### src/rtl/uart_pkg.sv
// Shared types and constants for the UART receive path.
package uart_pkg;

    typedef enum logic [2:0] {
        RX_IDLE,
        RX_START,
        RX_DATA,
        RX_PARITY,
        RX_STOP,
        RX_CLEANUP
    } rx_state_t;

    localparam int PARITY_NONE = 0;
    localparam int PARITY_EVEN = 1;
    localparam int PARITY_ODD  = 2;

endpackage

### src/rtl/uart_rx_sync.sv
// Multi-stage synchronizer bringing the asynchronous serial line into the
// i_Clock domain. Resets to the line's idle level so no false start is seen.
module uart_rx_sync #(
    parameter int   STAGES    = 2,
    parameter logic RESET_VAL = 1'b1
) (
    input  logic i_Clock,
    input  logic i_Rst_n,
    input  logic i_Async,
    output logic o_Sync
);

    logic [STAGES-1:0] sync_ff;

    // Shift the raw line through the flop chain; the last stage is the safe copy.
    always_ff @(posedge i_Clock or negedge i_Rst_n) begin
        if (!i_Rst_n) begin
            sync_ff <= {STAGES{RESET_VAL}};
        end else begin
            sync_ff <= {sync_ff[STAGES-2:0], i_Async};
        end
    end

    assign o_Sync = sync_ff[STAGES-1];

endmodule

### src/rtl/uart_rx_param.sv
// Parameterised UART receiver with valid/ready output, parity and framing
// checks, and a sticky overrun flag for frames dropped while a word is held.
//
// state      | meaning
// -----------+-----------------------------------------------------------
// RX_IDLE    | line idle, waiting for a synchronized low
// RX_START   | confirming the start bit at its midpoint (glitch filter)
// RX_DATA    | sampling DATA_BITS data bits, LSB first
// RX_PARITY  | sampling the parity bit (never entered with no parity)
// RX_STOP    | sampling STOP_BITS stop bits; last one completes the frame
// RX_CLEANUP | waiting for the line to return high (break holds here)
module uart_rx_param
    import uart_pkg::*;
#(
    parameter int CLKS_PER_BIT = 87,
    parameter int DATA_BITS    = 8,
    parameter int PARITY_MODE  = 0,
    parameter int STOP_BITS    = 1
) (
    input  logic                 i_Clock,
    input  logic                 i_Rst_n,
    input  logic                 i_Rx_Serial,
    output logic [DATA_BITS-1:0] o_Rx_Data,
    output logic                 o_Rx_Valid,
    input  logic                 i_Rx_Ready,
    output logic                 o_Parity_Err,
    output logic                 o_Frame_Err,
    output logic                 o_Overrun,
    output logic                 o_Busy
);

    localparam int CW = $clog2(CLKS_PER_BIT);
    localparam int BW = $clog2(DATA_BITS);

    localparam logic [CW-1:0] CNT_HALF  = CW'(CLKS_PER_BIT / 2);
    localparam logic [CW-1:0] CNT_LAST  = CW'(CLKS_PER_BIT - 1);
    localparam logic [BW-1:0] BIT_LAST  = BW'(DATA_BITS - 1);
    localparam logic          STOP_LAST = (STOP_BITS == 2);
    localparam logic          ODD_INV   = (PARITY_MODE == PARITY_ODD);

    rx_state_t            state;
    logic [CW-1:0]        bit_cnt;
    logic [BW-1:0]        bit_idx;
    logic                 stop_idx;
    logic [DATA_BITS-1:0] shift_reg;
    logic                 parity_bit;
    logic                 frame_err_acc;
    logic                 rx_sync;

    logic sample_pt;
    logic parity_err_calc;
    logic frame_err_calc;
    logic handshake;

    uart_rx_sync #(
        .STAGES    (2),
        .RESET_VAL (1'b1)
    ) u_sync (
        .i_Clock (i_Clock),
        .i_Rst_n (i_Rst_n),
        .i_Async (i_Rx_Serial),
        .o_Sync  (rx_sync)
    );

    assign sample_pt       = (bit_cnt == CNT_LAST);
    assign parity_err_calc = (PARITY_MODE == PARITY_NONE) ? 1'b0
                           : ((^shift_reg) ^ parity_bit ^ ODD_INV);
    // The final stop sample is folded in directly so the flag is ready on the completing edge.
    assign frame_err_calc  = frame_err_acc | ~rx_sync;
    assign handshake       = o_Rx_Valid & i_Rx_Ready;
    assign o_Busy          = (state != RX_IDLE);

    // Receive FSM, bit timing and the output holding register with its handshake.
    always_ff @(posedge i_Clock or negedge i_Rst_n) begin
        if (!i_Rst_n) begin
            state         <= RX_IDLE;
            bit_cnt       <= '0;
            bit_idx       <= '0;
            stop_idx      <= 1'b0;
            shift_reg     <= '0;
            parity_bit    <= 1'b0;
            frame_err_acc <= 1'b0;
            o_Rx_Data     <= '0;
            o_Rx_Valid    <= 1'b0;
            o_Parity_Err  <= 1'b0;
            o_Frame_Err   <= 1'b0;
            o_Overrun     <= 1'b0;
        end else begin
            // A completing frame below may override this consume.
            if (handshake) begin
                o_Rx_Valid <= 1'b0;
                o_Overrun  <= 1'b0;
            end

            case (state)
                RX_IDLE: begin
                    bit_cnt       <= '0;
                    bit_idx       <= '0;
                    stop_idx      <= 1'b0;
                    frame_err_acc <= 1'b0;
                    if (!rx_sync) begin
                        state <= RX_START;
                    end
                end

                RX_START: begin
                    if (bit_cnt == CNT_HALF) begin
                        bit_cnt <= '0;
                        state   <= rx_sync ? RX_IDLE : RX_DATA;
                    end else begin
                        bit_cnt <= bit_cnt + 1'b1;
                    end
                end

                RX_DATA: begin
                    if (sample_pt) begin
                        bit_cnt            <= '0;
                        shift_reg[bit_idx] <= rx_sync;
                        if (bit_idx == BIT_LAST) begin
                            bit_idx <= '0;
                            state   <= (PARITY_MODE == PARITY_NONE) ? RX_STOP : RX_PARITY;
                        end else begin
                            bit_idx <= bit_idx + 1'b1;
                        end
                    end else begin
                        bit_cnt <= bit_cnt + 1'b1;
                    end
                end

                RX_PARITY: begin
                    if (sample_pt) begin
                        bit_cnt    <= '0;
                        parity_bit <= rx_sync;
                        state      <= RX_STOP;
                    end else begin
                        bit_cnt <= bit_cnt + 1'b1;
                    end
                end

                RX_STOP: begin
                    if (sample_pt) begin
                        bit_cnt       <= '0;
                        frame_err_acc <= frame_err_calc;
                        if (stop_idx == STOP_LAST) begin
                            state <= RX_CLEANUP;
                            if (!o_Rx_Valid || i_Rx_Ready) begin
                                o_Rx_Data    <= shift_reg;
                                o_Parity_Err <= parity_err_calc;
                                o_Frame_Err  <= frame_err_calc;
                                o_Rx_Valid   <= 1'b1;
                            end else begin
                                o_Overrun <= 1'b1;
                            end
                        end else begin
                            stop_idx <= 1'b1;
                        end
                    end else begin
                        bit_cnt <= bit_cnt + 1'b1;
                    end
                end

                RX_CLEANUP: begin
                    if (rx_sync) begin
                        state <= RX_IDLE;
                    end
                end

                default: state <= RX_IDLE;
            endcase
        end
    end

endmodule

### config.mk
export PLATFORM = sky130hd
export DESIGN_NAME = uart_rx_param
export DESIGN_NICKNAME = d
export VERILOG_FILES = /design/src/rtl/uart_pkg.sv /design/src/rtl/uart_rx_sync.sv /design/src/rtl/uart_rx_param.sv
export SDC_FILE = /design/constraint.sdc
export NUM_CORES = 1
export LEC_CHECK = 0
export BUFFER_PORTS_ARGS = -buffer_cell sky130_fd_sc_hd__clkbuf_2
export CAP_MARGIN = 20
export CORE_MARGIN = 2
export CORE_UTILIZATION = 52
export CTS_BUF_LIST = sky130_fd_sc_hd__clkbuf_8 sky130_fd_sc_hd__clkbuf_16
export DETAILED_ROUTE_END_ITERATION = 12
export GPL_TIMING_DRIVEN = 0
export PLACE_DENSITY = 0.74
export SLEW_MARGIN = 25
export SYNTH_ARGS = -nofsm -noshare
export SYNTH_HDL_FRONTEND = slang
export SYNTH_HIERARCHICAL = 1
export SYNTH_SLANG_ARGS = --single-unit
### constraint.sdc
create_clock -name i_Clock -period 1.8 [get_ports i_Clock]
set_clock_uncertainty 0.05 [all_clocks]
set_input_delay 0.54 -clock i_Clock [delete_from_list [all_inputs] [get_ports i_Clock]]
set_output_delay 0.54 -clock i_Clock [all_outputs]
set_load 0.01 [all_outputs]
==> flow_results.org, run 1 <==
** Status
- The flow ran to the end, but the final reports show violations.
- The checks that failed: setup timing.

** Cells and area
- Post-route non-filler standard cell count :: 246
- Compared with the post-synthesis result, the final layout area differs by 28.41%.
- Registers take 904.6 µm².
- Layout filler cell count :: 247
- Number of diodes :: 0
- Fraction of final layout cells sized beyond drive strength 1 :: 40.00%
- NumNets Final :: 207
- Multi-input gate area in the final layout :: 0.001011 mm²

** Clock tree
- TritonCTS clock tree :: yes
- The tree built by TritonCTS fans out to 36 sinks.
- In this run, post-CTS hold repair placed 0 buffers.
- After clock tree synthesis, the clock-pin slew on the worst setup and hold paths is 0.08 ns.
- Counting the buffers created by CTS gives 5.
- The later pin in the worst-skew pair is clocked with a latency of 0.29 ns.
- Clock root buffer :: clkbuf_8
- H-tree level count :: 2
- Deepest clock path buffer count :: 2

** STA
- Actual transition at the worst max-transition pin :: 0.8850 ns
- Adding up every negative setup slack in the final design gives -1.303 ns.
- Setup violations remaining at the end of the flow were counted as 14.
- For the finished layout, the period the worst path requires is 1.949 ns.
- Setup repair after global routing could not meet its margin everywhere.
- The final max-slew violation count was 0.
- Number of hold violations in the final report :: 0
- The final critical path takes up 108.3% of the cycle.
- Headroom to the max-slew limit came out at 41.00%.
- Post-route worst setup slack :: -0.1486 ns
- Fmax achieved :: 513.2 MHz

** Worst hold path
- The tightest min-delay check is of the in -> reg type.
- Number of cells traversed by the worst hold path :: 1

** Die
- Die width :: 63.21 µm
- Core area :: 0.003363 mm²
- Once the floorplan was initialized, standard cells occupied 54.20% of the core.
- 17 I/O pins were placed.
- The initialized floorplan defines 21 standard-cell rows.
- Die Area :: 0.003996 mm²
- Measured along the y axis, the die boundary spans 63.21 µm.

** GRT
- Wire length of the first global-routing pass :: 6.996 mm
- Entering global routing, the biggest net connects 37 pins.
- Via count of the first global-routing pass :: 1483
- Global routing used 22.63% of the available tracks across all layers.
- Antenna violations before repair :: 0
- Overflow left after global routing :: 0

** Power
- Dividing total power by cell area gives a power density of 752.9 mW/mm².
- Summing internal, switching and leakage power gives 1763 µW.
- Cell leakage power :: 0.001091 µW
- The worst-case IR drop observed on VDD is 0.5354 mV.

** Yosys
- Ranked by instance count, the synthesized netlist is headed by 34 x dfrtp_1, 11 x nand2_1, 10 x mux2_1.
- Post-synthesis cell count :: 165
- The synthesized netlist contains 49 unique library cells.
- Library cell with the highest instance count after synthesis :: dfrtp_1
- Proportion of synthesized chip area in sequential cells :: 49.55%
- A synthesized cell averages 11.05 µm².
- Yosys printed 6 warnings.
- Post-synth EDFFs :: 0
- Synthesized cell area :: 0.001823 mm²
- By area the synthesized netlist is led by dfrtp_1 47%, mux2_1 6.2%, mux2_2 4.3%.
- The top cell type by area accounts for 46.67% of the synthesized area.
- Post-Syn Nets :: 173
- For this run, the leading register cell type out of synthesis is dfrtp_1.
- Asr flop ratio synth :: 100.0%
- Leading area contributor after synthesis :: dfrtp_1
- Synthesis inferred 36 register bits.

** Place
- GPL Wtd Cong :: 0.8893
- Buffers placed on the I/O ports in this run total 15.
- HPWL after detailed placement :: 2.432 mm
- Number of cells after detailed placement :: 226
- Before CTS, the worst setup slack after placement is -0.2998 ns.

** Critical path
- At the worst endpoint, the required time is 1.94 ns.
- Data on the critical path arrives at its endpoint at 2.08 ns.
- Counting cells, the worst reg-to-reg path comes to 6.
- Kind of critical path :: reg -> reg
- The setup check on the worst reg-to-reg path leaves a slack of -0.15 ns.
- The worst setup path is captured at a register.
- Along the worst path, the maximum fanout reaches 6.
- Launching element type of the critical path :: register

** Drt
- Routed wire length :: 4.233 mm
- Sum of met2 wire segment lengths after detailed routing :: 2.159 mm
- The detailed router finished its first iteration with 72 violations.
- The highest metal layer carrying signal wires in the routed design is met4.
- Across all layers, the routed design uses 1448 vias.
- Number of remaining DRC errors :: 0
- Routed length on met3 :: 186 µm
- WL met1 :: 1.824 mm
- Number of detailed-route iterations in the first pass :: 4
- Dividing the detail-routed via count by the number of cells gives 5.886.
- Average wire per cell in the routed design :: 17.21 µm
- In this run the remaining antenna-violating nets after routing total 0.

** Flow run
- Max-cap violation count :: 0
cell families after synthesis:
logic type	count (synthesis)	synth area share, %
compound gates	28	10.16
simple gates	60	21.28
other cells	1	0.2057
flops	36	49.55
buf+inv	14	3.157
xor+xnor	5	2.402
fa+ha+maj	4	2.745
mux	17	10.50
layout make-up:
class / count / area share [%]
buffer: 7 / 2.031
clock buffer: 5 / 2.940
clock inverter: 3 / 1.657
inverter: 5 / 0.8017
multi-input combinational: 116 / 43.19
sequential: 36 / 38.64
tap: 46 / 2.459
timing repair buffer: 28 / 8.284
repair_timing:
action,CTS,global route
gates resized for setup,20,27
buffers inserted,9,4
pin swaps,3,4
endpoints found under the setup margin,25,30
cloned,1,0
power breakdown:
part	internal [µW]	leakage (µW)	switching (µW)
sequential	831	0.000485	22.9
combinational	95.9	0.000546	121
clock	405	0.0000593	287
cell usage in the layout, fill, tap and decap left out, types with 2 or more instances in the layout:
cell,Yosys,routed
and2_1,3,3
nand4b_1,4,4
clkbuf_1,7,2
nand2b_1,3,3
nor3_1,5,5
a31oi_1,3,3
or2_4,0,2
mux2_2,7,6
and3_1,2,2
nor4b_2,0,2
o22ai_1,4,4
nor4_2,0,2
o21ai_0,4,4
mux2_4,0,11
nor2_1,9,9
inv_1,5,6
clkbuf_8,0,5
nor2b_1,2,2
nand2_1,11,11
nand3_1,3,3
nor4_4,1,2
a22oi_1,2,2
a21oi_1,6,6
ha_1,4,3
xor2_1,4,4
clkbuf_2,1,16
dfrtp_1,34,33
buf_6,0,7
dfstp_2,2,2
buf_4,1,10
nand3_4,1,2
worst max-delay path, stage by stage, from the launching register on:
cell and delay, ns:
dfrtp_1 0.40, inv_1 0.07, ha_2 0.17, and4b_4 0.26, nand4_4 0.13, or4_4 0.46
mux2_4 0.31
path summary, 6_finish.rpt:
check,start,to
setup / recovery,bit_cnt[0],shift_reg[1]
min in group asynchronous,i_Rst_n,shift_reg[5]
hold reg to reg,u_sync/sync_ff[0],u_sync/sync_ff[1]
hold / removal,i_Rx_Serial,u_sync/sync_ff[0]
setup reg to reg,bit_cnt[0],shift_reg[1]
max in group asynchronous,i_Rst_n,state[1]
layer usage:
metal | GRT usage (%) | up-vias
li1 | - | 667
met1 | 27.73 | 728
met2 | 38.70 | 46
met3 | 5.893 | 7
met4 | 7.880 | 0
met5 | 0 | -
stage by stage:
stage	utilization, %	hold WS (ns)	cell area, µm²
6_report	69.61	0.2752	2341
5_1_grt	69.61	0.2687	2341
4_1_cts	66.11	0.2733	2223
3_5_place_dp	58.15	0.3072	1956
3_3_place_gp	58.15	0.2968	1956
2_1_floorplan	-	0.1944	1823
Note: power is estimated with default switching activity, not from simulation.
==> run 2, diff against run 1 <==
--- a/config.mk
+++ b/config.mk
@@ -8,11 +8,12 @@
 export BUFFER_PORTS_ARGS = -buffer_cell sky130_fd_sc_hd__clkbuf_2
 export CAP_MARGIN = 20
 export CORE_MARGIN = 2
-export CORE_UTILIZATION = 52
+export CORE_UTILIZATION = 62
 export CTS_BUF_LIST = sky130_fd_sc_hd__clkbuf_8 sky130_fd_sc_hd__clkbuf_16
 export DETAILED_ROUTE_END_ITERATION = 12
 export GPL_TIMING_DRIVEN = 0
-export PLACE_DENSITY = 0.74
+export HOLD_SLACK_MARGIN = 0.02
+export PLACE_DENSITY = 0.83
 export SLEW_MARGIN = 25
 export SYNTH_ARGS = -nofsm -noshare
 export SYNTH_HDL_FRONTEND = slang
==> constraint.sdc (replaced) <==
create_clock -name i_Clock -period 2.27 [get_ports i_Clock]
set_clock_uncertainty 0.05 [all_clocks]
set_input_delay 0.681 -clock i_Clock [delete_from_list [all_inputs] [get_ports i_Clock]]
set_output_delay 0.681 -clock i_Clock [all_outputs]
set_load 0.01 [all_outputs]
==> run 2 against run 1 <==
Against the previous run:
- the flow now finishes without violations
- sequential share of layout area rose by 5.9 points
- wire length fell by 19%
- first-iteration DRC count fell by 33%
- register-to-register slack improved by 0.34 ns
- final cell count fell by 11%
- core utilization rose by 3.3 points
- count of clock-buffer cells in the layout rose by 1
- sequential power fell by 20%
==> flow_results.org, run 2 (synthesis results as in run 1) <==
** Critical path
- The critical path is of the reg -> out type.
- Cells traversed along the worst timing path :: clkbuf_2, or3_1, clkbuf_2
- The cell family contributing the most delay on the critical path is flip-flops.
- Among the stages of the critical path, the cell type that occurs most often is clkbuf_2.
- Critical Path Fanout Max :: 10 (+4)
- Tracing the worst setup path back leads to its startpoint at state[0].
- Worst R2R Start :: bit_cnt[0]
- The slowest stage of the critical path is the dfrtp_1 cell.
- The buffer and inverter count on the worst path was 2 (+1).
- STA classifies the critical path endpoint as a primary output.
- The delay contributed by the slowest stage of the critical path was 0.42 ns (-0.04 ns).
- Launching element type of the critical path :: register
- The arrival time reported for the critical path endpoint was 1.47 ns (-0.61 ns).
- Data required time of the critical path :: 1.54 ns (-0.40 ns)

** Power
- Cell leakage power :: 0.0009583 µW (-12%)
- Clock network power share :: 37.2% (-2.1 points)
- Power density over the cells :: 620.7 mW/mm² (-18%)
- Net switching power figure :: 319.0 µW (-26%)
- The sequential power share is 54.1% (+5.6 points).
- The worst voltage drop across the vdd grid was 0.5623 mV (+5.0%).
- The post-layout total power is 1259 µW (-29%).
- Proportion of power drawn by combinational gates :: 8.7% (-3.6 points)
- Net switching fraction of the power :: 25.34% (+0.92 points)
- Power Internal :: 939.9 µW (-29%)

** STA
- Count of final setup violators :: 0 (-14)
- Minimum clock period :: 2.203 ns
- Setup repair after global routing left no endpoint under its margin.
- The final max-slew violation count came to 0 (unchanged).
- The final critical path takes up 97.04% of the cycle.
- The post-route setup TNS came to 0 ns (+1.303 ns).
- Derived from the worst setup path, the maximum achievable clock frequency is 453.9 MHz.
- Actual transition at the worst max-transition pin :: 0.8747 ns (-0.01027 ns)
- Number of hold violations in the final report :: 0 (unchanged)
- Worst max-slew margin expressed relative to the limit :: 41.69% (+0.68 points)

** Drt
- The routed via count is 1379 (-4.8%).
- Number of remaining DRC errors :: 0 (unchanged)
- Average wire per cell in the routed design :: 15.72 µm (-8.6%)
- Starting DRT DRC Count :: 48 (-33%)
- Routed wire length :: 3.427 mm (-19%)
- Number of detailed-route iterations in the first pass :: 4 (unchanged)
- Via/cell ratio :: 6.326 (+7.5%)
- The remaining number of nets flagged by the antenna check after routing is 0 (unchanged).

** GRT
- The first-pass GRT wire length is 5.892 mm (-16%).
- The number of antenna violations at the first check in global routing was 0 (unchanged).
- The overall global routing resource usage is 23.64% (+1.0 points).
- Overflow left after global routing :: 0 (unchanged)
- Maximum number of pins on one net before global-route repair :: 37 (unchanged)
- Via count of the first global-routing pass :: 1320 (-11%)

** Cells and area
- Compared with the post-synthesis result, the final layout area differs by 11.26%.
- Multi-input gate area in the final layout :: 862.1 µm² (-15%)
- The fraction of layout cells with a size suffix above 1 was 21.93% (-18 points).
- The number of nets at the end of the flow was 194 (-6.3%).
- The library cells used most frequently in the layout, excluding fill and tap cells, are 34 x dfrtp_1, 17 x clkbuf_2, 11 x nand2_1.
- The number of antenna cells inserted was 0 (unchanged).
- The fill cell total of the finished layout is 215 (-13%).
- The sequential cell area is 903.4 µm² (-0.14%).
- The final core utilization was 72.92% (+3.3 points).
- The final non-filler cell total came to 218 (-11%).
- Most frequent standard cell in the layout excluding fill and tap cells :: dfrtp_1

** Die
- The vertical die dimension is 58.23 µm (-7.9%).
- Standard-cell row count :: 19 (-9.5%)
- Core area :: 0.002781 mm² (-17%)
- Count of boundary I/O pins :: 17 (unchanged)
- The width of the die came to 58.23 µm (-7.9%).
- The floorplan die area was 0.003390 mm² (-15%).
- Initial Utilization :: 65.54% (+11 points)

** Flow run
- The count of maximum capacitance violations is 0 (unchanged).

** Clock tree
- The clock transition at the registers of the reported paths was 0.07 ns (about the same).
- TritonCTS built the clock tree.
- Insertion delay to the later sink of the worst-skew pair :: 0.29 ns (about the same)
- The count of clock tree sinks came to 36 (unchanged).
- The number of buffers on the longest clock path was 2 (unchanged).
- The number of buffers created by CTS came to 5 (unchanged).
- The level count of the clock H-tree is 2 (unchanged).
- The root buffer cell chosen for the clock tree is clkbuf_8.

** Place
- GPL Wtd Cong :: 0.9086 (+2.2%)
- The number of instances in the placed design was 211 (-6.6%).
- HPWL after detailed placement :: 2.469 mm (+1.5%)
- The port buffer count is 15 (unchanged).

** Worst hold path
- Worst Hold Launch :: u_sync/sync_ff[0]
- In this run the worst hold path is classified as reg -> reg.

** Status
- Status :: finished clean
[run 2: cell types whose count changed in the layout (fill, tap and decap cells not counted), moves of 2 or more]
cell,delta
buf_4,-9
buf_6,-7
clkbuf_1,+3
mux2_1,+10
mux2_4,-11
nor4_1,+3
nor4_2,-2
nor4b_1,+3
nor4b_2,-2
or2_4,-2
[run 2: cell type report]
cell class,count,area share (%)
well taps,31,1.912
flip-flops and latches,36,44.54
multi-input cells,115,42.50
plain buffers,8,1.789
inverters,5,0.9254
clock buffers,6,4.072
clock inverters,2,0.5552
repair buffers,15,3.701
[run 2: worst reg2reg max path, delay by kind of cell (launching register included)]
kind                       cells  cell delay (ns)
buffers and inverters          1             0.09
DFF                            1             0.42
and+or+nand+nor                3             0.85
adders and majority gates      1             0.17
muxes                          1             0.39
[run 2: what timing repair did]
action | 4_1_cts | 5_1_grt
gates resized for setup | 0 | 2
setup endpoints to repair | 1 | 1
buffers inserted | 0 | 0
hold buffers | 0 | 0
[run 2: metal layers]
metal | GRT usage, % | share of wire (%) | vias up
li1 | - | - | 641
met1 | 30.12 | 42 | 676
met2 | 36.69 | 49 | 50
met3 | 8.036 | 6.0 | 12
met4 | 10.63 | 2.9 | 0
met5 | 0 | 0 | -
[run 2: stage by stage]
stage,cell area [µm²],hold WS [ns],setup WS (ns)
final,2028,0.3086,0.06710
after global routing,2028,0.3141,0.02762
after CTS,2027,0.3110,0.04341
after detailed placement,1937,0.3010,0.2002
after global placement,1937,0.2978,0.2941
after floorplan,1823,0.2952,0.3876
[run 2: worst paths after layout]
| check | endpoint | slack (ns) | depth (start not counted) |
|---|---|---|---|
| worst min-delay path | u_sync/sync_ff[1] | 0.31 | 0 |
| max in group asynchronous | o_Rx_Valid | 1.18 | 1 |
| worst max register to register | o_Frame_Err | 0.19 | 6 |
| worst max-delay path | o_Busy | 0.07 | 3 |
| worst min register to register | u_sync/sync_ff[1] | 0.31 | 0 |
| min in group asynchronous | bit_cnt[4] | 0.44 | 1 |
[run 2: power by group through the flow]
| stage | registers, µW | clock network (µW) | logic, µW |
|---|---|---|---|
| after floorplan | 686 | 0 | 75.7 |
| after global placement | 688 | 0 | 105 |
| after detailed placement | 690 | 0 | 111 |
| after CTS | 680 | 478 | 109 |
| after global routing | 682 | 502 | 126 |
| final | 681 | 468 | 110 |
